[src/rtl/sar_logic_cs_param_pkg.sv]
// Shared types for the coarse/fine SAR controller: FSM state encoding,
// bit-decision phase constants and a width helper.
package sar_logic_pkg;

   typedef enum logic [2:0] {
      IDLE   = 3'd0,
      SAMPLE = 3'd1,
      COARSE = 3'd2,
      FINE   = 3'd3,
      DONE   = 3'd4
   } sar_state_e;

   // Each bit decision is two cycles: comparator clocked high, then low.
   localparam logic PH_A = 1'b0;
   localparam logic PH_B = 1'b1;

   function automatic int clog2_min1(input int v);
      return (v > 1) ? $clog2(v) : 1;
   endfunction

endpackage

[src/rtl/sar_logic_cs_param_if.sv]
// Signal bundle between the SAR controller and its analog front end.
// cnvst is a level request sampled in IDLE/DONE; eoc is a one-cycle completion strobe
// with sar valid from that cycle onwards (no ready/back-pressure exists).
interface sar_logic_cs_param_if #(
   parameter int N = 10,
   parameter int K = 5
);
   logic             cnvst;
   logic             cmp_out;
   logic             cmp_out_coarse;
   logic [N-1:0]     sar;
   logic             eoc;
   logic             cmp_clk;
   logic             cmp_clk_coarse;
   logic             s_clk;
   logic             s_clk_not;
   logic [2*N-1:0]   fine_btm;
   logic [2*N-1:0]   fine_btm_not;
   logic [2*K-1:0]   coarse_btm;
   logic [2*K-1:0]   coarse_btm_not;
   logic             fine_switch_drain;
   logic             fine_switch_drain_not;
   logic             coarse_switch_drain;
   logic             coarse_switch_drain_not;

   modport master (
      output cnvst, cmp_out, cmp_out_coarse,
      input  sar, eoc, cmp_clk, cmp_clk_coarse, s_clk, s_clk_not,
             fine_btm, fine_btm_not, coarse_btm, coarse_btm_not,
             fine_switch_drain, fine_switch_drain_not,
             coarse_switch_drain, coarse_switch_drain_not
   );

   modport slave (
      input  cnvst, cmp_out, cmp_out_coarse,
      output sar, eoc, cmp_clk, cmp_clk_coarse, s_clk, s_clk_not,
             fine_btm, fine_btm_not, coarse_btm, coarse_btm_not,
             fine_switch_drain, fine_switch_drain_not,
             coarse_switch_drain, coarse_switch_drain_not
   );
endinterface

[src/rtl/sar_logic_cs_param_btm_switch_reg.sv]
// Bottom-plate switch register array {P[W-1:0], N[W-1:0]}: clear, single-bit
// decision write (P=~d, N=d) and a masked bulk load of decisions.
module sar_btm_switch_reg
   import sar_logic_pkg::*;
#(
   parameter int W  = 5,
   parameter int IW = clog2_min1(W)
) (
   input  logic           clk,
   input  logic           rst,
   input  logic           clear_i,
   input  logic           set_i,
   input  logic [IW-1:0]  idx_i,
   input  logic           dec_i,
   input  logic           load_i,
   input  logic [W-1:0]   load_mask_i,
   input  logic [W-1:0]   load_dec_i,
   output logic [2*W-1:0] btm_o
);

   logic [W-1:0] p_q, p_d;
   logic [W-1:0] n_q, n_d;

   always_comb begin
      p_d = p_q;
      n_d = n_q;
      if (clear_i) begin
         p_d = '0;
         n_d = '0;
      end else begin
         if (load_i) begin
            p_d = (p_q & ~load_mask_i) | (~load_dec_i & load_mask_i);
            n_d = (n_q & ~load_mask_i) | (load_dec_i & load_mask_i);
         end
         if (set_i) begin
            p_d[idx_i] = ~dec_i;
            n_d[idx_i] = dec_i;
         end
      end
   end

   always_ff @(posedge clk or posedge rst) begin
      if (rst) begin
         p_q <= '0;
         n_q <= '0;
      end else begin
         p_q <= p_d;
         n_q <= n_d;
      end
   end

   assign btm_o = {p_q, n_q};

endmodule

[src/rtl/sar_logic_cs_param.sv]
// Coarse/fine SAR controller: sample for TS cycles, resolve K MSBs on the coarse
// comparator, hand them to the fine DAC, resolve the remaining bits, report.
module sar_logic_cs_param
   import sar_logic_pkg::*;
#(
   parameter int N  = 10,
   parameter int K  = 5,
   parameter int TS = 2
) (
   input  logic                 clk,
   input  logic                 rst,
   sar_logic_cs_param_if.slave  bus,
   output sar_state_e           dbg_state_o
);

   localparam int BW = clog2_min1(N);
   localparam int CW = clog2_min1(K);
   localparam int TW = clog2_min1(TS);
   localparam logic [BW-1:0] MSB_IDX    = BW'(N - 1);
   localparam logic [BW-1:0] COARSE_LSB = BW'(N - K);
   localparam logic [BW-1:0] FINE_MSB   = BW'(N - K - 1);
   localparam logic [TW-1:0] SAMPLE_END = TW'(TS - 1);

   sar_state_e      state_q;
   logic            ph_q;
   logic [BW-1:0]   bit_q;
   logic [TW-1:0]   cnt_q;
   logic [N-1:0]    sar_q;
   logic            eoc_q;
   logic            s_clk_q;
   logic            cmp_clk_q;
   logic            cmp_clk_coarse_q;
   logic            fine_drain_q;
   logic            coarse_drain_q;

   logic [2*N-1:0]  fine_btm;
   logic [2*K-1:0]  coarse_btm;

   logic            start_c;
   logic            coarse_set_c;
   logic            fine_set_c;
   logic            handoff_c;
   logic [CW-1:0]   coarse_idx_c;

   assign start_c      = ((state_q == IDLE) || (state_q == DONE)) && bus.cnvst;
   assign coarse_set_c = (state_q == COARSE) && (ph_q == PH_A);
   assign fine_set_c   = (state_q == FINE) && (ph_q == PH_A);
   assign handoff_c    = (state_q == COARSE) && (ph_q == PH_B) && (bit_q == COARSE_LSB);
   assign coarse_idx_c = CW'(bit_q - COARSE_LSB);

   sar_btm_switch_reg #(.W(K)) u_coarse_btm (
      .clk         (clk),
      .rst         (rst),
      .clear_i     (start_c),
      .set_i       (coarse_set_c),
      .idx_i       (coarse_idx_c),
      .dec_i       (bus.cmp_out_coarse),
      .load_i      (1'b0),
      .load_mask_i ('0),
      .load_dec_i  ('0),
      .btm_o       (coarse_btm)
   );

   // The coarse decisions (N half of the coarse array) land in the fine MSBs.
   sar_btm_switch_reg #(.W(N)) u_fine_btm (
      .clk         (clk),
      .rst         (rst),
      .clear_i     (start_c),
      .set_i       (fine_set_c),
      .idx_i       (bit_q),
      .dec_i       (bus.cmp_out),
      .load_i      (handoff_c),
      .load_mask_i ({{K{1'b1}}, {(N-K){1'b0}}}),
      .load_dec_i  ({coarse_btm[K-1:0], {(N-K){1'b0}}}),
      .btm_o       (fine_btm)
   );

   always_ff @(posedge clk or posedge rst) begin
      if (rst) begin
         state_q          <= IDLE;
         ph_q             <= PH_A;
         bit_q            <= '0;
         cnt_q            <= '0;
         sar_q            <= '0;
         eoc_q            <= 1'b0;
         s_clk_q          <= 1'b0;
         cmp_clk_q        <= 1'b0;
         cmp_clk_coarse_q <= 1'b0;
         fine_drain_q     <= 1'b0;
         coarse_drain_q   <= 1'b0;
      end else begin
         eoc_q <= 1'b0;
         case (state_q)
            IDLE: begin
               if (bus.cnvst) begin
                  state_q <= SAMPLE;
                  s_clk_q <= 1'b1;
                  cnt_q   <= '0;
               end
            end
            SAMPLE: begin
               if (cnt_q == SAMPLE_END) begin
                  state_q          <= COARSE;
                  s_clk_q          <= 1'b0;
                  coarse_drain_q   <= 1'b1;
                  cmp_clk_coarse_q <= 1'b1;
                  ph_q             <= PH_A;
                  bit_q            <= MSB_IDX;
               end else begin
                  cnt_q <= cnt_q + TW'(1);
               end
            end
            COARSE: begin
               if (ph_q == PH_A) begin
                  cmp_clk_coarse_q <= 1'b0;
                  ph_q             <= PH_B;
               end else if (bit_q == COARSE_LSB) begin
                  state_q        <= FINE;
                  coarse_drain_q <= 1'b0;
                  fine_drain_q   <= 1'b1;
                  cmp_clk_q      <= 1'b1;
                  ph_q           <= PH_A;
                  bit_q          <= FINE_MSB;
               end else begin
                  bit_q            <= bit_q - BW'(1);
                  cmp_clk_coarse_q <= 1'b1;
                  ph_q             <= PH_A;
               end
            end
            FINE: begin
               if (ph_q == PH_A) begin
                  cmp_clk_q <= 1'b0;
                  ph_q      <= PH_B;
               end else if (bit_q == '0) begin
                  // Fine N half already holds every decision (coarse copied in).
                  state_q      <= DONE;
                  fine_drain_q <= 1'b0;
                  eoc_q        <= 1'b1;
                  sar_q        <= fine_btm[N-1:0];
               end else begin
                  bit_q     <= bit_q - BW'(1);
                  cmp_clk_q <= 1'b1;
                  ph_q      <= PH_A;
               end
            end
            DONE: begin
               if (bus.cnvst) begin
                  state_q <= SAMPLE;
                  s_clk_q <= 1'b1;
                  cnt_q   <= '0;
               end else begin
                  state_q <= IDLE;
               end
            end
            default: state_q <= IDLE;
         endcase
      end
   end

   assign bus.sar                     = sar_q;
   assign bus.eoc                     = eoc_q;
   assign bus.cmp_clk                 = cmp_clk_q;
   assign bus.cmp_clk_coarse          = cmp_clk_coarse_q;
   assign bus.s_clk                   = s_clk_q;
   assign bus.s_clk_not               = ~s_clk_q;
   assign bus.fine_btm                = fine_btm;
   assign bus.fine_btm_not            = ~fine_btm;
   assign bus.coarse_btm              = coarse_btm;
   assign bus.coarse_btm_not          = ~coarse_btm;
   assign bus.fine_switch_drain       = fine_drain_q;
   assign bus.fine_switch_drain_not   = ~fine_drain_q;
   assign bus.coarse_switch_drain     = coarse_drain_q;
   assign bus.coarse_switch_drain_not = ~coarse_drain_q;
   assign dbg_state_o                 = state_q;

endmodule

[src/flat_wrapper.sv]
// flat-port wrapper written by rule: the top's interface ports become plain ports
module sar_logic_cs_param_flat import sar_logic_pkg::*;
#(
   parameter int N  = 10,
   parameter int K  = 5,
   parameter int TS = 2
)
  (clk, rst, dbg_state_o, bus_cnvst, bus_cmp_out, bus_cmp_out_coarse, bus_sar, bus_eoc, bus_cmp_clk, bus_cmp_clk_coarse, bus_s_clk, bus_s_clk_not, bus_fine_btm, bus_fine_btm_not, bus_coarse_btm, bus_coarse_btm_not, bus_fine_switch_drain, bus_fine_switch_drain_not, bus_coarse_switch_drain, bus_coarse_switch_drain_not);
  sar_logic_cs_param_if #(.N(N), .K(K)) bus_i ();
  input  logic clk;
  input  logic rst;
  output sar_state_e dbg_state_o;
  input wire logic [$bits(bus_i.cnvst)-1:0] bus_cnvst;
  input wire logic [$bits(bus_i.cmp_out)-1:0] bus_cmp_out;
  input wire logic [$bits(bus_i.cmp_out_coarse)-1:0] bus_cmp_out_coarse;
  output wire logic [$bits(bus_i.sar)-1:0] bus_sar;
  output wire logic [$bits(bus_i.eoc)-1:0] bus_eoc;
  output wire logic [$bits(bus_i.cmp_clk)-1:0] bus_cmp_clk;
  output wire logic [$bits(bus_i.cmp_clk_coarse)-1:0] bus_cmp_clk_coarse;
  output wire logic [$bits(bus_i.s_clk)-1:0] bus_s_clk;
  output wire logic [$bits(bus_i.s_clk_not)-1:0] bus_s_clk_not;
  output wire logic [$bits(bus_i.fine_btm)-1:0] bus_fine_btm;
  output wire logic [$bits(bus_i.fine_btm_not)-1:0] bus_fine_btm_not;
  output wire logic [$bits(bus_i.coarse_btm)-1:0] bus_coarse_btm;
  output wire logic [$bits(bus_i.coarse_btm_not)-1:0] bus_coarse_btm_not;
  output wire logic [$bits(bus_i.fine_switch_drain)-1:0] bus_fine_switch_drain;
  output wire logic [$bits(bus_i.fine_switch_drain_not)-1:0] bus_fine_switch_drain_not;
  output wire logic [$bits(bus_i.coarse_switch_drain)-1:0] bus_coarse_switch_drain;
  output wire logic [$bits(bus_i.coarse_switch_drain_not)-1:0] bus_coarse_switch_drain_not;
  assign bus_i.cnvst = bus_cnvst;
  assign bus_i.cmp_out = bus_cmp_out;
  assign bus_i.cmp_out_coarse = bus_cmp_out_coarse;
  assign bus_sar = bus_i.sar;
  assign bus_eoc = bus_i.eoc;
  assign bus_cmp_clk = bus_i.cmp_clk;
  assign bus_cmp_clk_coarse = bus_i.cmp_clk_coarse;
  assign bus_s_clk = bus_i.s_clk;
  assign bus_s_clk_not = bus_i.s_clk_not;
  assign bus_fine_btm = bus_i.fine_btm;
  assign bus_fine_btm_not = bus_i.fine_btm_not;
  assign bus_coarse_btm = bus_i.coarse_btm;
  assign bus_coarse_btm_not = bus_i.coarse_btm_not;
  assign bus_fine_switch_drain = bus_i.fine_switch_drain;
  assign bus_fine_switch_drain_not = bus_i.fine_switch_drain_not;
  assign bus_coarse_switch_drain = bus_i.coarse_switch_drain;
  assign bus_coarse_switch_drain_not = bus_i.coarse_switch_drain_not;
  sar_logic_cs_param #(.N(N), .K(K), .TS(TS)) u_core (.clk(clk), .rst(rst), .bus(bus_i), .dbg_state_o(dbg_state_o));
endmodule
[config.mk]
export PLATFORM = sky130hd
export DESIGN_NAME = sar_logic_cs_param_flat
export DESIGN_NICKNAME = d
export VERILOG_FILES = /design/src/rtl/sar_logic_cs_param_pkg.sv /design/src/rtl/sar_logic_cs_param_if.sv /design/src/rtl/sar_logic_cs_param_btm_switch_reg.sv /design/src/rtl/sar_logic_cs_param.sv /design/src/flat_wrapper.sv
export SDC_FILE = /design/constraint.sdc
export NUM_CORES = 1
export LEC_CHECK = 0
export BUFFER_PORTS_ARGS = -buffer_cell sky130_fd_sc_hd__clkbuf_2
export CORE_UTILIZATION = 38
export DETAILED_ROUTE_END_ITERATION = 6
export SETUP_SLACK_MARGIN = 0.3
export SYNTH_ARGS = -nofsm -noshare
export SYNTH_HDL_FRONTEND = slang
export SYNTH_SLANG_ARGS = --single-unit
export TNS_END_PERCENT = 20
[constraint.sdc]
create_clock -name clk -period 4.3 [get_ports clk]
set_input_delay 0.86 -clock clk [delete_from_list [all_inputs] [get_ports clk]]
set_output_delay 0.86 -clock clk [all_outputs]
set_load 0.005 [all_outputs]
# == Word level (Yosys, flattened, before mapping) ==
# Index checks and enable logic that the tools add are counted.
# totals
output_inout_bits,82
register_bits,55
# op_classes
muxes,63
order_cmp,4
n_addsub,3
n_reduce_logical,25
n_eq_ne,15
bitwise_logic,11
# op_table
operator,count
two-way mux 10 bit,8
two-way mux 5 bit,6
two-way mux 1 bit,23
bitwise mux 10 bit,2
two-way mux 4 bit,5
inverter 10 bit,2
inverter 20 bit,1
bitwise OR 5 x 10 -> 10 bit,2
two-way mux 3 bit,6
one-hot mux 3 bit (5 select lines),1
one-hot mux 1 bit (2 select lines),6
one-hot mux 4 bit (3 select lines),1
bitwise mux 5 bit,2
AND reduction 5 bit,2
AND reduction 3 bit,3
"inequality test 2 x 1 -> 1 bit, second input constant",4
"inequality test 2 bit, second input constant",4
AND reduction 4 bit,2
logical AND 1 bit,7
"== test 3 x 2 -> 1 bit, second input constant",2
"inequality test 3 bit, second input constant",2
inverter 1 bit,6
AND reduction 6 bit,1
nonzero test 2 bit,3
19 further kinds,20

# == Logic depth before layout (Yosys ltp) ==
# Gate-level depths: netlist of the first run.
# logic_depth
ltp_word,8
ltp_mapped,8
ltp_nobuf,6

# == Cells and area by module ==
# Synthesis of the first run repeated with hierarchy kept, for this count alone.
# unflattened
cells_unflattened,339
area_unflattened_um2,3155.5
# by_module_without_submodules
module,cells_each,seq_area_each_um2,instances,area_each_um2
sar_logic_cs_param,139,625.6,1,1350.0
sar_btm_switch_reg (u_core.u_fine_btm),140,500.5,1,1206.2
sar_btm_switch_reg (u_core.u_coarse_btm),60,250.2,1,599.3

# == Least setup slack after synthesis of the first run ==
# OpenSTA, ideal clock, no wires.
# synth_path
kind,reg2reg
from,register u_core.bit_q[0]
to,register u_core.u_fine_btm.n_q[0]
t_arrival_ps,1996
path_stages_with_launch,9
synth_period_minus_slack_ps,2128
slack_ps,2172
required_time_ps,4168
cell_sequence,dfrtp_1 clkbuf_1 inv_1 ha_1 buf_2 or3b_2 or3_1 mux2i_1 nor2_1
# synth_between
elab_chain_len,7
word_cells_on_any_way,12
# synth_lines
item,line_no,text
"start, declared",sar_logic_cs_param.sv:26,logic [BW-1:0] bit_q;
"start signal, assigned",sar_logic_cs_param.sv:125,bit_q <= bit_q - BW'(1);
"start signal, assigned",sar_logic_cs_param.sv:141,bit_q <= bit_q - BW'(1);
"< comparator 4 x 5 -> 1 bit (not written as such), or another cell as far along",sar_logic_cs_param_btm_switch_reg.sv:37,n_d[idx_i] = dec_i;
logical AND 1 bit (on tied branches),"sar_logic_cs_param_btm_switch_reg.sv:37, sar_logic_cs_param.sv:48",
two-way mux 1 bit (not written as such) / two-way mux 10 bit (equally long branches),"sar_logic_cs_param_btm_switch_reg.sv:37, sar_logic_cs_param_btm_switch_reg.sv:31",
demux 1 bit (select 4 bit) / two-way mux 10 bit (equally long branches),"sar_logic_cs_param_btm_switch_reg.sv:37, sar_logic_cs_param_btm_switch_reg.sv:27",
bitwise mux 10 bit,sar_logic_cs_param_btm_switch_reg.sv:37,
two-way mux 10 bit *,sar_logic_cs_param_btm_switch_reg.sv:35,if (set_i) begin
two-way mux 10 bit *,sar_logic_cs_param_btm_switch_reg.sv:27,if (clear_i) begin
"end signal, assigned",sar_logic_cs_param_btm_switch_reg.sv:48,n_q <= n_d;
"end, declared",sar_logic_cs_param_btm_switch_reg.sv:22,"logic [W-1:0] n_q, n_d;"
# Every way passes the cells marked *; elsewhere a longest branch is shown, timed or not. The select of a mux whose other input is x is not followed.
# A chain may end at the register's enable or synchronous reset.

# == Worst setup path in the final report of the first run ==
# layout_path
from,register u_core.bit_q[0]
to,register u_core.u_fine_btm.p_q[0]
# layout_between
elab_chain_len,7
word_cells_on_any_way,12
# layout_lines
item,line_no,text
"< comparator 4 x 5 -> 1 bit (not written as such), or another cell as far along",sar_logic_cs_param_btm_switch_reg.sv:36,p_d[idx_i] = ~dec_i;
logical AND 1 bit (on tied branches),"sar_logic_cs_param_btm_switch_reg.sv:36, sar_logic_cs_param.sv:48",
two-way mux 1 bit (not written as such) / two-way mux 10 bit (equally long branches),"sar_logic_cs_param_btm_switch_reg.sv:36, sar_logic_cs_param_btm_switch_reg.sv:31",
demux 1 bit (select 4 bit) / two-way mux 10 bit (equally long branches),"sar_logic_cs_param_btm_switch_reg.sv:36, sar_logic_cs_param_btm_switch_reg.sv:27",
bitwise mux 10 bit,sar_logic_cs_param_btm_switch_reg.sv:36,
two-way mux 10 bit *,sar_logic_cs_param_btm_switch_reg.sv:35,
two-way mux 10 bit *,sar_logic_cs_param_btm_switch_reg.sv:27,
"end signal, assigned",sar_logic_cs_param_btm_switch_reg.sv:47,p_q <= p_d;
"end, declared",sar_logic_cs_param_btm_switch_reg.sv:21,"logic [W-1:0] p_q, p_d;"
# Marks and branches as above.

==> metrics.md, run 1 <==
| Metric | Value |
|---|---|
| Status | complete, no violations |
| Post-CTS Setup Bufs | 0 |
| Ratio of cells with drive above 1 in the final layout | between 20% and 30% |
| CTS Buf Count | 5 |
| Layout Skew | around 8.3 ps |
| Final ANT Viol Nets | 0 |
| Die Area | around 7600 um2 |
| Worst-Margin Slew | approximately 690 ps |
| P_leak | between 1.5 and 2 nW |
| Syn_nets | 309 |
| Layout Nets | slightly below 400 |
| Area contributors post-synth | dfrtp_1 50%, inv_1 6.2%, o21ai_0 5.7%, nand2_1 4.0%, a21oi_1 2.9% |
| CTS Hold Bufs | 0 |
| Number of vias per cell | roughly 5.0 |
| Maximum VDD drop | 0.265 mV |
| Number of global-route vias before repair | about 2100 |
| Pre-Repair DR Iteration Count | 4 |
| P&R area growth vs syn | 21.8% |
| Bufs on Longest Clock Path | 2 |
| Clock latency at the later pin of the worst-skew pair | about 320 ps |
| Pwr dens | 671 nW/um2 |
| Port bufs | 86 |
| Setup TNS | 0 ps |
| CP max FO | 11 |
| Initial antenna violation count | 0 |
| Final setup fails | 0 |
| Detail Placement HPWL | roughly 5.0 mm |
| Detailed Route Iter0 Violations | approximately 180 |
| Clock transition at path regs | about 110 ps |
| Die W | 87.0 um |
| Most frequent cells in the layout | 86 x clkbuf_2, 55 x dfrtp_1, 44 x inv_1 |
| Final min period | around 2300 ps |
| Avg Inst Size Synth | 9.15 um2 |
| Number of synthesized flops with an enable pin | 0 |
| Antenna diodes | 0 |
| CP endpoint kind | flop |
| Routed length per instance | 14.5 um |
| TritonCTS clock tree | built |
| Post-synthesis register bit count | 55 |
| Top_reg_cell synth | dfrtp_1 |
| Final period utilization | roughly 53% |
| Grt ovf | 0 |
| Initial Util | ~40% |
| Drt drc | 0 |
| Routed WL | 6.92 mm |
| Site Rows | 30 |
| CP Cell Sequence | inv_1 > ha_1 > or3b_2 > or3_1 > mux2i_1 > nor2_1 |
| Cell area after synthesis | approximately 2700 um2 |
| Largest net degree at the start of global routing | 56 |
| Max Fclk | 440 MHz |
| Slew Limit Fails | 0 |
| First-pass GRT wire length | approximately 11 mm |
| Asr flop ratio synth | 100% |
| H-tree levels | 2 |
| CP delay by family, top | simple AND/OR/NAND/NOR gates |
| Tot GR Track Use | about a fifth |
| Slew HR | 53.7% |
| Slowest CP cell | or3b_2 |
| Die Span Y | slightly below 90 um |
| Synth Instances | 300 |
| Startpoint class of the critical path | flop |
| Core Area | slightly below 7000 um2 |
| Yosys warning count | 0 |
| Distinct cells, synth | 48 |
| # Max-Cap Violations | 0 |
| Commonest non-fill, non-tap cell in the layout | clkbuf_2 |
| Clock sink count | between 50 and 60 |
| Critical Path Max Stage Delay | ~500 ps |
| Clk root buf | clkbuf_8 |
| Crit Path Category | flop to flop |
| Endpoints failing hold | 0 |
| Pre-CTS WS | approximately 2000 ps |
| Unrepaired setup endpoints after global routing | false |
| Num ports | 87 |
| Hold Crit Class | flop to flop |
| Routed vias | about 2400 |
| Top-area cell type share of the netlist area | 50.1% |
| Register area share after synthesis | 50.1% |
| Final Wtd Congestion | around 0.85 |
| Yosys top cell by area | dfrtp_1 |
| Critical path buffers and inverters | 1 |
| WP data required | between 4000 and 5000 ps |
| Setup slack after layout | 2030 ps |
| Post-CTS sizing | 0 |
| Worst Path Arrival | around 2500 ps |
==> state kept, by name, indices dropped and copies added, names as in the netlist, 3 cells and up <==
name                     cells
u_core.bit_q                 4
u_core.u_coarse_btm.p_q      5
u_core.dbg_state_o           3
u_core.u_fine_btm.p_q       10
u_core.u_fine_btm.n_q       10
u_core.u_coarse_btm.n_q      5
u_core.bus.sar              10
==> cell usage after synthesis (2+ instances only) <==
library cell  count
a211oi_1          3
a21o_1            2
a21oi_1          16
o31ai_1           6
nand2b_1          4
nand2_1          29
nand3b_1          2
o22ai_1           2
mux2i_1           6
and3b_1           2
a31o_2            2
nor2b_1           3
nor2_1           13
o21ai_0          31
buf_2             2
nand3_1          13
nor3_1            7
a22oi_1           3
and3_1            4
inv_1            45
ha_1              4
nor3b_1           2
nand4_1           3
nand4b_1          2
a221oi_1          4
buf_1             2
dfrtp_1          55
clkbuf_1         12
and4bb_2          2
==> metrics by stage <==
| step | util (%) | hold WS, ps | area, um2 | power (mW) | instances |
|---|---|---|---|---|---|
| after floorplan | - | 472 | 2750 | 1.52 | 300 |
| after global placement | 47.3 | 463 | 3250 | 1.94 | 468 |
| after detailed placement | 47.3 | 471 | 3250 | 1.95 | 468 |
| after CTS | 48.7 | 497 | 3340 | 2.26 | 476 |
| after global routing | 48.7 | 520 | 3340 | 2.45 | 476 |
| final | 48.7 | 488 | 3340 | 2.24 | 476 |
==> final timing paths <==
path | from | to | slack [ps] | cells past startpoint
setup / recovery | u_core.bit_q[0] | u_core.u_fine_btm.p_q[0] | 2030 | 6
hold / removal | u_core.bus.sar[2] | u_core.bus.sar[2] | 490 | 2
setup reg to reg | u_core.bit_q[0] | u_core.u_fine_btm.p_q[0] | 2030 | 6
hold reg to reg | u_core.bus.sar[2] | u_core.bus.sar[2] | 490 | 2
max in group asynchronous | rst | u_core.u_fine_btm.n_q[6] | 3140 | 3
min in group asynchronous | rst | u_core.bus.s_clk | 690 | 3
==> logic make-up after synthesis <==
group | after synthesis | synth area share (%)
xor+xnor | 1 | 0.319
buf+inv | 61 | 8.43
simple gates | 97 | 20.1
fa+ha+maj | 4 | 1.82
mux | 6 | 2.19
compound gates | 76 | 17.0
flops | 55 | 50.1
==> report_power, final <==
part	internal [mW]	switching [mW]
Sequential	0.713	0.234
Combinational	0.451	0.537
Clock	0.121	0.186
Total	1.29	0.957
==> worst min-delay path, delay by kind of cell (launching register included) <==
family | cells | cell delay, ps
AOI/OAI and AO/OA | 1 | 60
DFF | 1 | 360
and+or+nand+nor | 1 | 50
==> cell type report <==
| type | count | area [um2] |
|---|---|---|
| Fill cell | 676 | 3520 |
| Multi-Input combinational cell | 184 | 1140 |
| Clock inverter | 3 | 27.5 |
| Inverter | 45 | 169 |
| Tap cell | 96 | 120 |
| Clock buffer | 5 | 68.8 |
| Sequential cell | 55 | 1380 |
| Timing Repair Buffer | 88 | 445 |
==> layer usage <==
metal,track usage (%),wire length (um)
met3,3.22,345
met5,0,0
met1,28.5,3320
met4,5.00,70
met2,30.1,3180
Note: power is estimated with default switching activity, not from simulation.
==> run 2, diff against run 1 <==
==> constraint.sdc (replaced) <==
create_clock -name clk -period 2 [get_ports clk]
set_input_delay 0.4 -clock clk [delete_from_list [all_inputs] [get_ports clk]]
set_output_delay 0.4 -clock clk [all_outputs]
set_load 0.005 [all_outputs]
==> run 2 against run 1 <==
Critical path depth shrank 1. Maximum frequency grew 23%. Hold slack lost 390 ps. Critical path type unchanged. Largest cell class unchanged. Largest power group unchanged.
==> metrics.md, run 2 (synthesis results as in run 1) <==
| Metric | Value |
|---|---|
| Status | complete, no violations |
| Worst-Margin Slew | 521 ps |
| Critical path buffers and inverters | 1 |
| # Max-Cap Violations | 0 |
| CP Cell Sequence | or3b_4 > nor4_4 > buf_4 > nand3_2 > nor3b_2 |
| Worst r2r src | u_core.ph_q |
| Detailed Route Iter0 Violations | between 150 and 200 |
| Pre-Repair DR Iteration Count | 4 |
| Initial antenna violation count | 0 |
| Detail Placement HPWL | 5.37 mm |
| Final Power | roughly 5.5 mW |
| Design Area, Final | roughly 3700 um2 |
| Site Rows | 30 |
| Critical Path Max Stage Delay | between 400 and 500 ps |
| Die W | approximately 87 um |
| Tot GR Track Use | a little over a fifth |
| P_leak | between 1.5 and 2 nW |
| Crit Path Category | flop to flop |
| Final cell utilization of the core | 54.1% |
| Final min period | about 1800 ps |
| Most frequent cells in the layout | 86 x clkbuf_2, 52 x dfrtp_1, 42 x inv_1 |
| Unrepaired setup endpoints after global routing | true |
| Initial Util | 40.0% |
| Final Wtd Congestion | ~0.85 |
| Grt ovf | 0 |
| First-pass GRT wire length | ~12 mm |
| Final ANT Viol Nets | 0 |
| Layout Skew | approximately 4.7 ps |
| Number of vias per cell | approximately 5.2 |
| Fill cells | 622 |
| Slowest CP cell | dfrtp_1 |
| Routed WL | about 7.9 mm |
| Ratio of cells with drive above 1 in the final layout | between 30% and 40% |
| Core Area | 6870 um2 |
| Startpoint class of the critical path | flop |
| Worst Path Arrival | 2060 ps |
| DP Area | 3420 um2 |
| Crit path from | u_core.ph_q |
| Clock latency at the later pin of the worst-skew pair | roughly 320 ps |
| Max Fclk | ~540 MHz |
| NetSw | 2.33 mW |
| WP data required | about 2200 ps |
| Pwr dens | 1490 nW/um2 |
| Final period utilization | approximately 92% |
| Commonest non-fill, non-tap cell in the layout | clkbuf_2 |
| Maximum VDD drop | around 0.56 mV |
| Setup slack after layout | 155 ps |
| Antenna diodes | 0 |
| Die Area | roughly 7600 um2 |
| Sequential share of power | 35.7% |
| Reg2Reg Capture Point | u_core.u_fine_btm.p_q[4] |
| Num ports | 87 |
| R2R depth | 5 |
| Slew HR | between 60 and 70% |
| Clock transition at path regs | around 110 ps |
| Slew Limit Fails | 0 |
| CTS Buf Count | 5 |
| Die Span Y | approximately 87 um |
| CP delay by family, top | simple AND/OR/NAND/NOR gates |
| Clk root buf | clkbuf_8 |
| Largest net degree at the start of global routing | 56 |
| Clock sink count | between 50 and 60 |
| Clock power frac | 11.9% |
| TritonCTS clock tree | built |
| Port bufs | 86 |
| CTS Hold Bufs | 0 |
| Routed vias | ~2600 |
| Combinational Power Share | 52.3% |
| Number of global-route vias before repair | 2284 |
| CP endpoint kind | flop |
| Routed length per instance | approximately 16 um |
| CP max FO | 6 |
| Setup slack, reg-to-reg | 150 ps |
| Pre-CTS WS | between 60 and 70 ps |
| Sw Ratio | a little over two fifths |
| Worst setup endpoint | u_core.u_fine_btm.p_q[4] |
| Layout Nets | 420 |
| Endpoints failing hold | 0 |
| Hold Crit Class | primary input to async pin |
| Setup TNS | 0 ps |
| Int Power | around 3.2 mW |
| Drt drc | 0 |
| Final setup fails | 0 |
| Bufs on Longest Clock Path | 2 |
| WP depth | 5 |
| H-tree levels | 2 |
| P&R area growth vs syn | 35.3% |
[run 2: what timing repair did]
action | in CTS | in global routing
setup buffers | 7 | 9
hold endpoints to repair | 0 | 0
setup endpoints to repair | 25 | 30
resized for setup | 6 | 14
pin swaps | 2 | 4
[run 2: worst min-delay path by stage]
stage                         to  slack, ps  depth (start not counted)
4_1_cts         u_core.bus.s_clk        110                          3
3_3_place_gp        u_core.cnt_q        460                          3
6_report            u_core.cnt_q        100                          3
5_1_grt             u_core.cnt_q        130                          3
3_5_place_dp    u_core.bus.s_clk        460                          3
2_1_floorplan  u_core.bus.sar[7]        470                          2
[run 2: cell type report]
cell class / instances / area [um2] / area share (%)
flip-flops and latches: 55 / 1380 / 37.2
multi-input cells: 184 / 1220 / 32.9
repair buffers: 120 / 727 / 19.6
inverters: 45 / 174 / 4.68
well taps: 96 / 120 / 3.23
clock buffers: 5 / 68.8 / 1.85
clock inverters: 3 / 22.5 / 0.606
[run 2: through the flow]
step | std cells | hold WS [ps]
floorplan | 300 | 472
global placement | 484 | 460
detailed placement | 484 | 464
CTS | 499 | 115
global route | 508 | 130
finish | 508 | 96.5
[run 2: tightest hold or removal path, cell delays in order]
cell and delay (ps):
clkbuf_2 80, inv_2 60, buf_12 270
[run 2: per-layer routing]
| layer | global-route usage, % | routed length, um | up-vias | share of wire [%] |
|---|---|---|---|---|
| li1 | - | - | 1258 | - |
| met1 | 30.2 | 3760 | 1263 | 47 |
| met2 | 32.2 | 3660 | 84 | 46 |
| met3 | 3.22 | 381 | 12 | 4.8 |
| met4 | 6.06 | 142 | 0 | 1.8 |
| met5 | 0 | 0 | - | 0 |
[run 2: power by group through the flow]
stage | clock [mW] | sequential, mW | combinational, mW
after detailed placement | 0 | 1.98 | 2.52
after global routing | 0.718 | 2.05 | 3.18
final | 0.662 | 1.98 | 2.90
after CTS | 0.678 | 1.96 | 2.65
after global placement | 0 | 1.97 | 2.50
after floorplan | 0 | 1.87 | 1.49
==> run 3, diff against run 2 <==
--- a/config.mk
+++ b/config.mk
@@ -11,5 +11,6 @@
 export SETUP_SLACK_MARGIN = 0.3
 export SYNTH_ARGS = -nofsm -noshare
 export SYNTH_HDL_FRONTEND = slang
+export SYNTH_HIERARCHICAL = 1
 export SYNTH_SLANG_ARGS = --single-unit
 export TNS_END_PERCENT = 20
==> run 3 against run 2 <==
Final area grew 21%. Routed wire length grew 7.8%. Flip-flop and latch count is the same. Global-route usage shrank 1.2 points. Die area grew 15%. Setup slack gained 94 ps. Sequential power grew 6%. Count of clock-buffer cells in the layout is the same. Non-clock buffer count grew 2. Register-to-register slack gained 90 ps. Critical path depth grew 3. Critical endpoint is now u_core/u_fine_btm/p_q[9]. Largest cell class is now multi-input gates.
==> metrics.md, run 3 <==
| Metric | Value |
|---|---|
| Routed vias | 2950 |
| Grt ovf | 0 |
| Pre-CTS WS | about 160 ps |
| Post-synthesis register bit count | 55 |
| Die W | a little over 90 um |
| Routed WL | around 8.6 mm |
| Die Span Y | between 90 and 100 um |
| Finished Layout Cells | 620 |
| Final Power | a little over 6 mW |
| Maximum VDD drop | approximately 0.56 mV |
| TritonCTS clock tree | built |
| Status | complete, no violations |
| Number of vias per cell | 4.76 |
| Crit Path Category | flop to flop |
| Yosys warning count | 6 |
| Routed length per instance | ~14 um |
| # Max-Cap Violations | 0 |
| Unrepaired setup endpoints after global routing | true |
| Commonest non-fill, non-tap cell in the layout | clkbuf_2 |
| Avg Inst Size Synth | between 9 and 10 um2 |
| Largest net degree at the start of global routing | 30 |
| Final min period | approximately 1800 ps |
| Area contributors post-synth | dfrtp_1 44%, inv_1 5.1%, nand2_1 4.5%, a311oi_1 4.4%, mux2_1 3.6% |
| Clock sink count | 55 |
| CTS Buf Count | 5 |
| Most frequent cells in the layout | 86 x clkbuf_2, 65 x conb_1, 50 x dfrtp_1 |
| Layout Skew | approximately 16 ps |
| Initial antenna violation count | 0 |
| Detailed Route Iter0 Violations | 76 |
| Final hold slack | between 80 and 90 ps |
| Ratio of cells with drive above 1 in the final layout | between 30 and 40% |
| Clk root buf | clkbuf_8 |
| P&R area growth vs syn | 42.6% |
| Detail Placement HPWL | around 6 mm |
| R2R depth | 8 |
| Setup slack after layout | 249 ps |
| Distinct cells, synth | 60 |
| Startpoint class of the critical path | flop |
| Layout Nets | approximately 520 |
| Cell area after synthesis | 3160 um2 |
| CTS Hold Bufs | 0 |
| Synth Instances | 339 |
| Top-area cell type share of the netlist area | 43.6% |
| P_leak | between 2 and 2.5 nW |
| Clock transition at path regs | roughly 90 ps |
| Initial Util | 40.0% |
| Top_reg_cell synth | dfrtp_1 |
| Final cell utilization of the core | a little under three fifths |
| WP data required | ~2200 ps |
| Final ANT Viol Nets | 0 |
| Reg2Reg Capture Point | u_core/u_fine_btm/p_q[9] |
| DP Area | slightly above 4000 um2 |
| Asr flop ratio synth | 100% |
| Yosys top cell by area | dfrtp_1 |
| Number of synthesized flops with an enable pin | 0 |
| Setup slack, reg-to-reg | roughly 250 ps |
| Setup TNS | 0 ps |
| H-tree levels | 2 |
| Fill cells | around 740 |
| Core Area | approximately 7900 um2 |
| Endpoints failing hold | 0 |
| Site Rows | 32 |
| Hold Crit Class | primary input to async pin |
| Final period utilization | between 80 and 90% |
| Register area share after synthesis | ~44% |
| Cell count after placement | between 500 and 600 |
| Num ports | 87 |
| Worst r2r src | u_core/bit_q[1] |
| Worst Path Arrival | about 2000 ps |
| Pwr dens | 1360 nW/um2 |
| Number of global-route vias before repair | 2665 |
| Design Area, Final | around 4500 um2 |
| Max Fclk | around 570 MHz |
| Tot GR Track Use | 19.7% |
| Clock latency at the later pin of the worst-skew pair | around 310 ps |
| Final setup fails | 0 |
| CP endpoint kind | flop |
| Drt drc | 0 |
| Most frequent cells after synthesis | 55 x dfrtp_1, 43 x inv_1, 38 x nand2_1 |
| Top-count cell post-synth | dfrtp_1 |
| Die Area | about 8700 um2 |
| Antenna diodes | 0 |
| CP max FO | 4 |
| Pre-Repair DR Iteration Count | 4 |
| First-pass GRT wire length | approximately 13 mm |
| Final Wtd Congestion | ~0.8 |
| Port bufs | 86 |
| Bufs on Longest Clock Path | 2 |
| Slew Limit Fails | 0 |
-- run 3: cell type report --
type                    instances  area, um2  share of cell area, %
multi-input cells             290       1950                   43.4
flip-flops and latches         55       1380                   30.7
repair buffers                122        761                   16.9
inverters                      43        161                   3.59
well taps                     102        128                   2.84
clock buffers                   5       68.8                   1.53
clock inverters                 3       43.8                  0.973
-- run 3: cells by family (layout without fill, tap and decap cells) --
group,Yosys count,in the layout,synth area share (%)
XOR/XNOR,1,1,0.278
multiplexers,11,11,4.04
flip-flops,55,55,43.6
AND/OR/NAND/NOR,129,129,23.8
adder cells (fa/ha/maj),2,2,0.793
other,2,65,0.238
buffers and inverters,57,173,7.53
AO/OA/AOI/OAI,82,82,19.7
-- run 3: critical path, cell delays in order (launching register included) --
cell,delay (ps)
dfrtp_2,420
inv_2,90
ha_4,150
nand4bb_4,140
nor2_4,180
buf_6,140
nand2_2,60
or2_0,200
a311oi_1,280
-- run 3: timing repair --
item	CTS	global route
setup endpoints to repair	41	43
pin swaps	3	9
setup buffers	7	11
cloned	0	1
gates resized for setup	5	26
-- run 3: metal layers --
metal  global-route usage (%)  part of all wire [%]  vias to the layer above
li1                         -                     -                     1484
met1                     25.9                    45                     1368
met2                     33.1                    49                       88
met3                     3.74                   4.2                       10
met4                     5.13                   1.6                        0
met5                        0                     0                        -
-- run 3: worst max-delay path by stage --
stage,startpoint,end,cells past startpoint
2_1_floorplan,u_core/bit_q[0],u_core/bus.sar[0],6
3_3_place_gp,u_core/bit_q[1],u_core/u_fine_btm/p_q[6],7
3_5_place_dp,u_core/bit_q[1],u_core/u_fine_btm/p_q[6],7
4_1_cts,u_core/dbg_state_o[2],u_core/u_fine_btm/n_q[2],5
5_1_grt,u_core/bit_q[0],u_core/dbg_state_o[1],6
6_report,u_core/bit_q[1],u_core/u_fine_btm/p_q[9],8
-- run 3: where the power goes --
group / switching [mW] / leakage [nW] / internal (mW)
registers: 0.494 / 0.679 / 1.60
clock network: 0.369 / 0.0581 / 0.373
logic: 1.60 / 1.55 / 1.68
